File: src/rtl/lz77_job_arbiter.sv
// Round-robin arbiter sharing one LZ77 encoder core between N requesters, one job at a time.
// Each job resets the core, streams LOAD_LEN bytes in, forwards tokens back, then reports done or timeout.
module lz77_job_arbiter #(
  parameter int unsigned N        = 4,
  parameter int unsigned LOAD_LEN = 2049,
  parameter int unsigned TIMEOUT  = 4096
) (
  input  logic           clk,
  input  logic           reset,
  input  logic [N-1:0]   req,
  input  logic [8*N-1:0] req_data,
  output logic [N-1:0]   grant,
  output logic           data_rd,
  output logic           core_reset,
  output logic [7:0]     core_data,
  input  logic           core_valid,
  input  logic           core_finish,
  input  logic [3:0]     core_offset,
  input  logic [2:0]     core_len,
  input  logic [7:0]     core_char,
  output logic           tok_valid,
  output logic [3:0]     tok_offset,
  output logic [2:0]     tok_len,
  output logic [7:0]     tok_char,
  output logic [N-1:0]   done,
  output logic [N-1:0]   err
);

  localparam int unsigned PW  = (N > 1) ? $clog2(N) : 1;
  localparam int unsigned SW  = PW + 1;
  localparam int unsigned LCW = 12;
  localparam int unsigned RCW = 13;

  typedef enum logic [2:0] {IDLE, CRST, LOAD, RUN, DONE, ABORT} state_e;

  state_e         state_q, state_d;
  logic [PW-1:0]  rr_ptr_q, rr_ptr_d;
  logic [PW-1:0]  owner_q, owner_d;
  logic [N-1:0]   grant_q, grant_d;
  logic [LCW-1:0] load_cnt_q, load_cnt_d;
  logic [RCW-1:0] run_cnt_q, run_cnt_d;
  logic           tok_valid_q, tok_valid_d;
  logic [3:0]     tok_offset_q, tok_offset_d;
  logic [2:0]     tok_len_q, tok_len_d;
  logic [7:0]     tok_char_q, tok_char_d;
  logic [N-1:0]   done_q, done_d;
  logic [N-1:0]   err_q, err_d;

  logic [7:0]     req_bytes [N];
  logic           pick_found;
  logic [PW-1:0]  pick_idx;
  logic [SW-1:0]  scan_idx;
  logic [PW-1:0]  next_ptr;

  always_comb begin
    for (int i = 0; i < int'(N); i++) begin
      req_bytes[i] = req_data[8*i +: 8];
    end
  end

  // First requester at or after rr_ptr, wrapping modulo N
  always_comb begin
    pick_found = 1'b0;
    pick_idx   = '0;
    scan_idx   = '0;
    for (int unsigned i = 0; i < N; i++) begin
      scan_idx = {1'b0, rr_ptr_q} + SW'(i);
      if (scan_idx >= SW'(N)) begin
        scan_idx = scan_idx - SW'(N);
      end
      if (!pick_found && req[scan_idx[PW-1:0]]) begin
        pick_found = 1'b1;
        pick_idx   = scan_idx[PW-1:0];
      end
    end
  end

  assign next_ptr = (owner_q == PW'(N - 1)) ? '0 : owner_q + 1'b1;

  always_comb begin
    state_d      = state_q;
    rr_ptr_d     = rr_ptr_q;
    owner_d      = owner_q;
    grant_d      = grant_q;
    load_cnt_d   = load_cnt_q;
    run_cnt_d    = run_cnt_q;
    tok_valid_d  = 1'b0;
    tok_offset_d = tok_offset_q;
    tok_len_d    = tok_len_q;
    tok_char_d   = tok_char_q;
    done_d       = '0;
    err_d        = '0;

    case (state_q)
      IDLE: begin
        if (pick_found) begin
          owner_d = pick_idx;
          grant_d = N'(1) << pick_idx;
          state_d = CRST;
        end
      end
      CRST: begin
        load_cnt_d = '0;
        run_cnt_d  = '0;
        state_d    = LOAD;
      end
      LOAD: begin
        load_cnt_d = load_cnt_q + 1'b1;
        if (load_cnt_q == LCW'(LOAD_LEN - 1)) begin
          state_d = RUN;
        end
      end
      RUN: begin
        if (core_valid) begin
          tok_valid_d  = 1'b1;
          tok_offset_d = core_offset;
          tok_len_d    = core_len;
          tok_char_d   = core_char;
          run_cnt_d    = '0;
        end else begin
          run_cnt_d = run_cnt_q + 1'b1;
        end
        // A finish on the timeout cycle still completes the job normally
        if (core_finish) begin
          done_d  = grant_q;
          state_d = DONE;
        end else if (run_cnt_q == RCW'(TIMEOUT - 1)) begin
          err_d   = grant_q;
          state_d = ABORT;
        end
      end
      DONE, ABORT: begin
        rr_ptr_d = next_ptr;
        grant_d  = '0;
        state_d  = IDLE;
      end
      default: begin
        state_d = IDLE;
        grant_d = '0;
      end
    endcase
  end

  always_ff @(posedge clk or posedge reset) begin
    if (reset) begin
      state_q      <= IDLE;
      rr_ptr_q     <= '0;
      owner_q      <= '0;
      grant_q      <= '0;
      load_cnt_q   <= '0;
      run_cnt_q    <= '0;
      tok_valid_q  <= 1'b0;
      tok_offset_q <= '0;
      tok_len_q    <= '0;
      tok_char_q   <= '0;
      done_q       <= '0;
      err_q        <= '0;
    end else begin
      state_q      <= state_d;
      rr_ptr_q     <= rr_ptr_d;
      owner_q      <= owner_d;
      grant_q      <= grant_d;
      load_cnt_q   <= load_cnt_d;
      run_cnt_q    <= run_cnt_d;
      tok_valid_q  <= tok_valid_d;
      tok_offset_q <= tok_offset_d;
      tok_len_q    <= tok_len_d;
      tok_char_q   <= tok_char_d;
      done_q       <= done_d;
      err_q        <= err_d;
    end
  end

  // Core-side strobes decode the current state so reset takes effect without a clock
  assign data_rd    = (state_q == LOAD);
  assign core_data  = (state_q == LOAD) ? req_bytes[owner_q] : 8'h00;
  assign core_reset = reset | (state_q == CRST) | (state_q == ABORT);

  assign grant      = grant_q;
  assign tok_valid  = tok_valid_q;
  assign tok_offset = tok_offset_q;
  assign tok_len    = tok_len_q;
  assign tok_char   = tok_char_q;
  assign done       = done_q;
  assign err        = err_q;

endmodule

File: config.mk
export PLATFORM = sky130hd
export DESIGN_NAME = lz77_job_arbiter
export DESIGN_NICKNAME = d
export VERILOG_FILES = /design/src/rtl/lz77_job_arbiter.sv
export SDC_FILE = /design/constraint.sdc
export NUM_CORES = 1
export LEC_CHECK = 0
export BUFFER_PORTS_ARGS = -buffer_cell sky130_fd_sc_hd__buf_2
export CAP_MARGIN = 15
export CORE_MARGIN = 3
export CORE_UTILIZATION = 46
export CTS_BUF_LIST = sky130_fd_sc_hd__clkbuf_16
export CTS_CLUSTER_DIAMETER = 50
export DETAILED_ROUTE_END_ITERATION = 12
export MAX_ROUTING_LAYER = met4
export PLACE_DENSITY = 0.84
export SYNTH_ARGS = -nofsm -noshare
export SYNTH_HDL_FRONTEND = slang
export SYNTH_SLANG_ARGS = --single-unit
File: constraint.sdc
create_clock -name clk -period 1.8 [get_ports clk]
set_clock_uncertainty 0.1 [all_clocks]
set_input_delay 0.09 -clock clk [delete_from_list [all_inputs] [get_ports clk]]
set_output_delay 0.09 -clock clk [all_outputs]
set_load 0.02 [all_outputs]
## Yosys cells after proc, flatten, opt, wreduce, memory -nomap -nowiden

Cells that the tools add are included.

- Memories: 0
- Register bits after elaboration: 60
- Latch bits: 0
- Bits in writable memories: 0
- Logic and storage cells: 104
- ROM bits: 0
- Bits of input ports: 55

- Shift-type cells: 1
- Reductions and logical operators: 15
- Bitwise operators: 4
- Add/sub/neg operators: 10
- Divide/modulo/power cells: 0
- Multiplexer cells: 42
- Magnitude comparators: 9
- Equality and inequality tests: 11
- Multiply operators: 0

Operators by type and width:

| operator | number |
|---|---|
| one-hot mux 13 bit (2 select lines) | 1 |
| two-way mux 4 bit | 6 |
| two-way mux 8 bit | 3 |
| one-hot mux 12 bit (2 select lines) | 1 |
| two-way mux 2 bit | 9 |
| binary-select mux 8 bit (select 2 bit) | 1 |
| adder 13 x 1 -> 13 bit (second input constant) | 1 |
| equality test 13 x 12 -> 1 bit (second input constant) | 1 |
| two-way mux 13 bit | 1 |
| adder 12 x 1 -> 12 bit (second input constant) | 1 |
| equality test 12 bit (second input constant) | 1 |
| greater-or-equal comparator 3 bit (second input constant) | 4 |
| less-than comparator 2 x 3 -> 1 bit (second input constant) | 4 |
| two-way mux 3 bit | 4 |
| one-hot mux 3 bit (4 select lines) | 1 |
| two-way mux 1 bit | 10 |
| binary-select mux 1 bit (select 2 bit) | 4 |
| one-hot mux 4 bit (2 select lines) | 1 |
| subtractor 2 x 1 -> 2 bit (second input constant) | 4 |
| adder 2 x 2 -> 3 bit (second input constant) | 2 |
| equality test 3 x 2 -> 1 bit (second input constant) | 2 |
| equality test 3 bit (second input constant) | 2 |
| AND reduction 2 bit | 3 |
| nonzero test 2 bit | 2 |
| 18 further kinds | 23 |

## Longest topological paths before layout

Gate-level depths: netlist (run 1).

- Depth after elaboration: 17
- Depth in mapped cells: 6
- Depth with buffers taken out: 5

## Least setup slack after synthesis (run 1)

No wires, ideal clock.

- Path kind: flip-flop to flip-flop
- Start point: register run_cnt_q[0]
- End point: register err_q[0] (netlist: err[0])
- Data required time: 1.634 ns
- Stages on the path, launching flop included: 6
- Slack: -0.021 ns
- Data arrival time: 1.654 ns
- Library setup time: 0.066 ns
- Cell sequence: dfrtp_1 ha_1 nand3_4 or4_4 nor4b_4 and2_1

- Cells in the longest elaborated chain, start to end: 4

RTL lines:

| element | line | RTL |
|---|---|---|
| from (decl) | 41 | `logic [RCW-1:0] run_cnt_q, run_cnt_d;` |
| from (signal assigned) | 164 | `run_cnt_q <= run_cnt_d;` |
| equality test 13 x 12 -> 1 bit | 127 | `end else if (run_cnt_q == RCW'(TIMEOUT - 1)) begin` |
| two-way mux 4 bit | 127 |  |
| two-way mux 4 bit | 124 | `if (core_finish) begin` |
| two-way mux 4 bit | 94 | `case (state_q)` |
| net err_d[0] | 47 | `logic [N-1:0] err_q, err_d;` |
| to (signal assigned) | 170 | `err_q <= err_d;` |
| to (decl) | 47 |  |

The timed path passes the listed nets, and every way through them passes these cells.
A chain may end at the register's enable or synchronous reset.

## Worst setup path after layout (run 1)

- Start point: register owner_q[0]
- End point: output port core_data[7]

- Cells in the longest elaborated chain, start to end: 5

RTL lines:

| element | line | RTL |
|---|---|---|
| from (decl) | 38 | `logic [PW-1:0] owner_q, owner_d;` |
| from (signal assigned) | 161 | `owner_q <= owner_d;` |
| inverter 2 -> 3 bit (not written as such) | 176 | `assign core_data = (state_q == LOAD) ? req_bytes[owner_q] : 8'h00;` |
| binary-select mux 8 bit (select 2 bit) | 176 |  |
| two-way mux 8 bit (not written as such) (2 in series) | 176 |  |
| two-way mux 8 bit | 176 |  |
| to (decl) | 15 | `output logic [7:0] core_data,` |

No other way between the ends. The select of a mux whose other input is x is not followed.

==> results of run 1 <==
area by class of cell:
type | instances | area, um2
repair buffers | 142 | 975.9
multi-input cells | 189 | 1493
inverters | 9 | 36.28
clock inverters | 7 | 81.33
fillers | 392 | 1758
well taps | 75 | 93.84
flip-flops and latches | 60 | 1503
clock buffers | 9 | 225.2
critical path, cell delays in order (launching register included):
cell and delay (ns):
dfrtp_2 0.41, buf_12 0.14, mux4_2 0.51, and2_4 0.16, buf_6 0.12
kinds of logic after synthesis:
logic type | share of synthesized area [%]
buf+inv | 2.889
mux | 14.61
simple gates | 18.74
xor+xnor | 0.5779
flops | 49.53
compound gates | 12.01
fa+ha+maj | 1.651
per-layer routing:
layer  global-route usage [%]  wire length (um)  part of all wire (%)  up-vias
met5                        -                 0                     0        -
met4                    8.229               142                   1.7        0
met3                    5.960               655                   8.0       13
met2                    39.06              4168                    51      141
met1                    26.62              3229                    39     1365
li1                         -                 -                     -     1282
what timing repair did:
item	CTS	global route
hold endpoints to repair	75	0
pin swaps	8	5
gates cloned	1	0
resized for setup	29	7
hold buffers	16	0
endpoints found under the setup margin	13	19
buffers inserted	4	7
placed cells by master, fill, tap and decap left out, types with 3 or more instances in the layout:
master / instances
clkinv_1: 3
and2_4: 8
buf_2: 84
o21ai_0: 21
and3_1: 9
clkbuf_16: 10
buf_6: 8
ha_1: 3
nand2b_1: 4
mux2i_1: 6
dfrtp_1: 59
and2_1: 6
a21o_1: 4
nand3_1: 4
inv_1: 7
mux4_2: 8
dlygate4sd3_1: 16
a22o_1: 3
buf_4: 30
nand4_1: 6
nor2_1: 4
o31ai_1: 4
mux2_2: 18
nand2_1: 26
a21oi_1: 7
nor4_1: 4
nor2b_1: 4
registers in the layout, summed over array words and instances, names as in the netlist:
name        count
grant           4
err             4
state_q         3
owner_q         2
rr_ptr_q        2
tok_valid       1
tok_len         3
run_cnt_q      13
load_cnt_q     12
tok_offset      4
done            4
tok_char        8
power by group through the flow:
| stage | clock, mW | combinational, mW | sequential [mW] |
|---|---|---|---|
| final | 1.76 | 3.17 | 2.01 |
| after global routing | 1.85 | 3.43 | 2.05 |
| after CTS | 1.78 | 3.06 | 2.01 |
| after detailed placement | 0 | 2.63 | 2.01 |
| after global placement | 0 | 2.55 | 1.98 |
| after floorplan | 0 | 1.49 | 2.19 |
worst paths after layout:
check	from	end	slack (ns)	cells after the start
setup / recovery	owner_q[0]	core_data[7]	-0.07	4
max in group asynchronous	reset	owner_q[0]	1.06	4
hold reg to reg	load_cnt_q[11]	load_cnt_q[11]	0.38	1
min in group asynchronous	reset	load_cnt_q[9]	0.26	4
hold / removal	core_finish	done[0]	0.04	2
setup reg to reg	state_q[0]	owner_q[0]	0.05	4
==> results.yml, run 1 <==
power_and_ir_drop:
  pwr-share-comb_pct: 45.7
  intPower_mw: 4.473
  p_sw_mw: 2.460
  irDropWorstVdd_uv: 1226
  power.total_mw: 6.933
  leakage_nw: 2.193
  powerDensity_mw_per_mm2: 1573
  seq_power_share_pct: 28.9
  p_sw_share_pct: 35.48
  clkPwrFrac_pct: 25.4
clocking:
  h-tree-depth: 3
  cts.sinks: 60
  clk_pin_slew_worst_paths_ns: 0.05
  cts_tree: "built"
  insertion_delay_ns: 0.33
  clockRootBuffer: "clkbuf_16"
  clockBufferDepth: 2
  numCtsBuffers: 9
synth:
  syn_area_mm2: 0.003032
  synth.area.top_cells: "dfrtp_1 (50%), mux2_2 (6.7%), mux4_2 (5.9%)"
  synth_warnings: 0
  synth_edf_count: 0
  ys_seq_area_share_pct: 49.53
  syn_nets: 330
  avgSynthCellArea_um2: 11.19
  synth_common_cells: "dfrtp_1 (60), nand2_1 (26), o21ai_0 (21)"
  synth.top_cell.area_share_pct: 49.53
  synthFlopType: "dfrtp_1"
  synth_seq_cells: 60
  ys_types: 51
  synthArstFlopShare_pct: 100.0
  netlist_instances: 271
  synth_top_area_cell: "dfrtp_1"
  synth.most_common_cell: "dfrtp_1"
setup_path:
  end_kind: "primary output"
  startpoint_type: "register"
  worstPathMaxFanout: 6
  crit_arrival_ns: 1.68
  critPathKind: "register to primary output"
  cp.required_ns: 1.61
global_route:
  grt_pass1_vias: 2821
  antenna_found_initial: 0
  grt_overflow: 0
  grt_use_total_pct: 23.12
  grt_max_degree: 61
  grt_pass1_wl_um: 13130
final_layout:
  drive_gt1_share_pct: 44.95
  area_growth_syn_to_layout_pct: 45.40
  stdcell_area_mm2: 0.004408
  stdcell_count: 491
  finalNetCount: 470
  final_util_pct: 71.49
  antennaDiodeCount: 0
timing:
  fin_setup_tns_ns: -0.3195
  slew_violations: 0
  fin_crit_sh_pct: 103.6
  setup_viol: 8
  tightest_slew_ns: 0.5901
  rsz0062_at_grt: "true"
  relSlewSlack_pct: 60.66
  maxClockFrequency_mhz: 536.1
  worst_slack_ns: -0.06528
  post-route-min-period_ns: 1.865
  fin_hold_ws_ns: 0.03854
  finalHoldViolCount: 0
routing:
  drc_errors: 0
  routed_wl_um: 8195
  ant_nets: 0
  wl_per_cell_um: 16.69
  num_vias: 2801
  via_per_inst: 5.705
  dr.pass1.iters: 4
  dr.first_iter.drc_count: 237
placed_design:
  pre_cts_slack_ns: -0.03478
  io_buffer_count: 92
  place_area_mm2: 0.003725
  dp_hpwl_um: 5043
  dp_cells: 447
  gp_congestion: 0.8825
die:
  dieWidth_um: 87.18
  ios: 93
  core_mm2: 0.006166
  die-area_mm2: 0.007600
  die_h_um: 87.18
  initial_core_util_pct: 49.17
  row_count: 28
job:
  cap_viol_max_count: 0
status:
  violations: "negative setup slack"
  status: "finished, violations left"
worst_hold_path:
  hold_path.class: "input pin to register"
(Power assumes the default switching activity.)
==> run 2, diff against run 1 <==
Settings changed: CELL_PAD_IN_SITES_DETAIL_PLACEMENT set to 2, CELL_PAD_IN_SITES_GLOBAL_PLACEMENT set to 2, CORE_UTILIZATION 46 to 29.
==> run 2 against run 1 <==
Clock power increased by 17%. Combinational power increased by 13%. Clock-buffer cell count unchanged. Worst hold slack got worse by 0.023 ns. Highest routed layer unchanged. Final area increased by 6.6%. Sequential share of layout area decreased by 2.1 points. Global-route usage decreased by 2.9 points. Register-to-register slack got worse by 0.12 ns. The run still ends with negative setup slack left. Core utilization decreased by 24 points. Critical path type is now register to register. Non-clock buffer count increased by 9. First-iteration DRC count decreased by 47%. Wire length increased by 47%.
==> results.yml, run 2 (synthesis gave the netlist of run 1 again) <==
clocking:
  cts.sinks: 60
  cts_tree: "built"
  h-tree-depth: 3
  insertion_delay_ns: 0.34
  numCtsBuffers: 9
  clockBufferDepth: 2
  clockRootBuffer: "clkbuf_16"
  clk_pin_slew_worst_paths_ns: 0.07
routing:
  wl_per_cell_um: 21.63
  drc_errors: 0
  routed_wl_um: 12070
  num_vias: 2930
  dr.first_iter.drc_count: 126
  via_per_inst: 5.251
  ant_nets: 0
  dr.pass1.iters: 4
setup_path:
  path_delay_family: "compound AO/OA/AOI/OAI gates"
  critical_path.cell_chain: "buf_4 > or3_1 > buf_4 > o41ai_2"
  crit_buf_inv: 2
  crit_arrival_ns: 1.96
  cp_slowest_cell: "o41ai_2"
  startpoint_type: "register"
  crit_top_cell: "buf_4"
  worstPathMaxFanout: 7
  end_kind: "register"
  max_stage_delay_ns: 0.45
  cp.required_ns: 1.89
  critPathKind: "register to register"
power_and_ir_drop:
  leakage_nw: 2.274
  powerDensity_mw_per_mm2: 1631
  irDropWorstVdd_uv: 640.2
timing:
  slew_violations: 0
  post-route-min-period_ns: 1.874
  fin_setup_tns_ns: -0.5314
  maxClockFrequency_mhz: 533.7
  fin_crit_sh_pct: 104.1
  fin_hold_ws_ns: 0.01593
  tightest_slew_ns: 0.6154
  relSlewSlack_pct: 58.97
  setup_viol: 9
  rsz0062_at_grt: "true"
  finalHoldViolCount: 0
  worst_slack_ns: -0.07380
final_layout:
  stdcell_count: 558
  antennaDiodeCount: 0
  layout_common_cells: "buf_2 (84), dfrtp_1 (58), buf_4 (38), nand2_1 (26), o21ai_0 (20)"
  area_growth_syn_to_layout_pct: 55.01
  largest_register_ffs: 13
  largest_register: "run_cnt_q"
  drive_gt1_share_pct: 50.35
  finalNetCount: 479
  stdcell_area_mm2: 0.004700
  mostFrequentLayoutCell: "buf_2"
global_route:
  grt_use_total_pct: 20.18
  grt_max_degree: 61
  antenna_found_initial: 0
  grt_overflow: 0
  grt_pass1_wl_um: 17680
  grt_pass1_vias: 3323
placed_design:
  dp_hpwl_um: 7012
  pre_cts_slack_ns: -0.1268
  io_buffer_count: 92
  place_area_mm2: 0.003850
  gp_congestion: 0.7652
  dp_cells: 512
job:
  cap_viol_max_count: 0
die:
  dieWidth_um: 108.2
  die-area_mm2: 0.01172
  core_mm2: 0.009955
  initial_core_util_pct: 30.46
  row_count: 36
  ios: 93
  die_h_um: 108.2
worst_hold_path:
  hold_path.class: "input pin to register"
status:
  violations: "negative setup slack"
  status: "finished, violations left"
[run 2: changes by cell type in the layout (fill, tap and decap cells not counted), sizes merged]
cell,change
buf,+9
clkinvlp,+1
clkinv,-3
bufinv,+1
inv,+1
[run 2: final timing paths]
| path | start | end | slack, ns | depth (start not counted) |
|---|---|---|---|---|
| worst min-delay path | core_finish | done[1] | 0.02 | 2 |
| worst min register to register | load_cnt_q[11] | load_cnt_q[11] | 0.39 | 1 |
| min in group asynchronous | reset | rr_ptr_q[1] | 0.30 | 4 |
| worst max-delay path | state_q[1] | grant[1] | -0.07 | 4 |
| max in group asynchronous | reset | state_q[1] | 1.01 | 4 |
| worst max register to register | state_q[1] | grant[1] | -0.07 | 4 |
[run 2: metal layers]
layer  vias up  track usage (%)  wire length, um
li1       1297                -                -
met2       104            38.72             6800
met3        24            3.463              459
met5         -                -                0
met1      1505            21.47             4531
met4         0            4.689              278
[run 2: stage by stage]
step	util [%]	power, mW
3_3_place_gp	38.68	4.644
3_5_place_dp	38.68	4.823
6_report	47.21	7.664
5_1_grt	47.21	8.077
4_1_cts	45.26	7.331
2_1_floorplan	-	3.689
[run 2: power by group]
group	internal (mW)	switching (mW)
Combinational	1.70	1.86
Clock	1.36	0.702
Sequential	1.71	0.324
[run 2: what timing repair did]
| item | CTS | global route |
|---|---|---|
| hold buffers | 16 | 0 |
| endpoints found under the hold margin | 75 | 0 |
| setup buffers | 4 | 8 |
| resized for setup | 30 | 32 |
| pin swaps | 10 | 9 |
| cloned | 1 | 1 |
| setup endpoints to repair | 16 | 49 |
[run 2: final cells by class]
type | instances | area, um2
flip-flops and latches | 60 | 1504
inverters | 9 | 36.28
fillers | 1019 | 5255
multi-input cells | 189 | 1593
clock inverters | 7 | 123.9
well taps | 133 | 166.4
clock buffers | 9 | 225.2
repair buffers | 151 | 1051
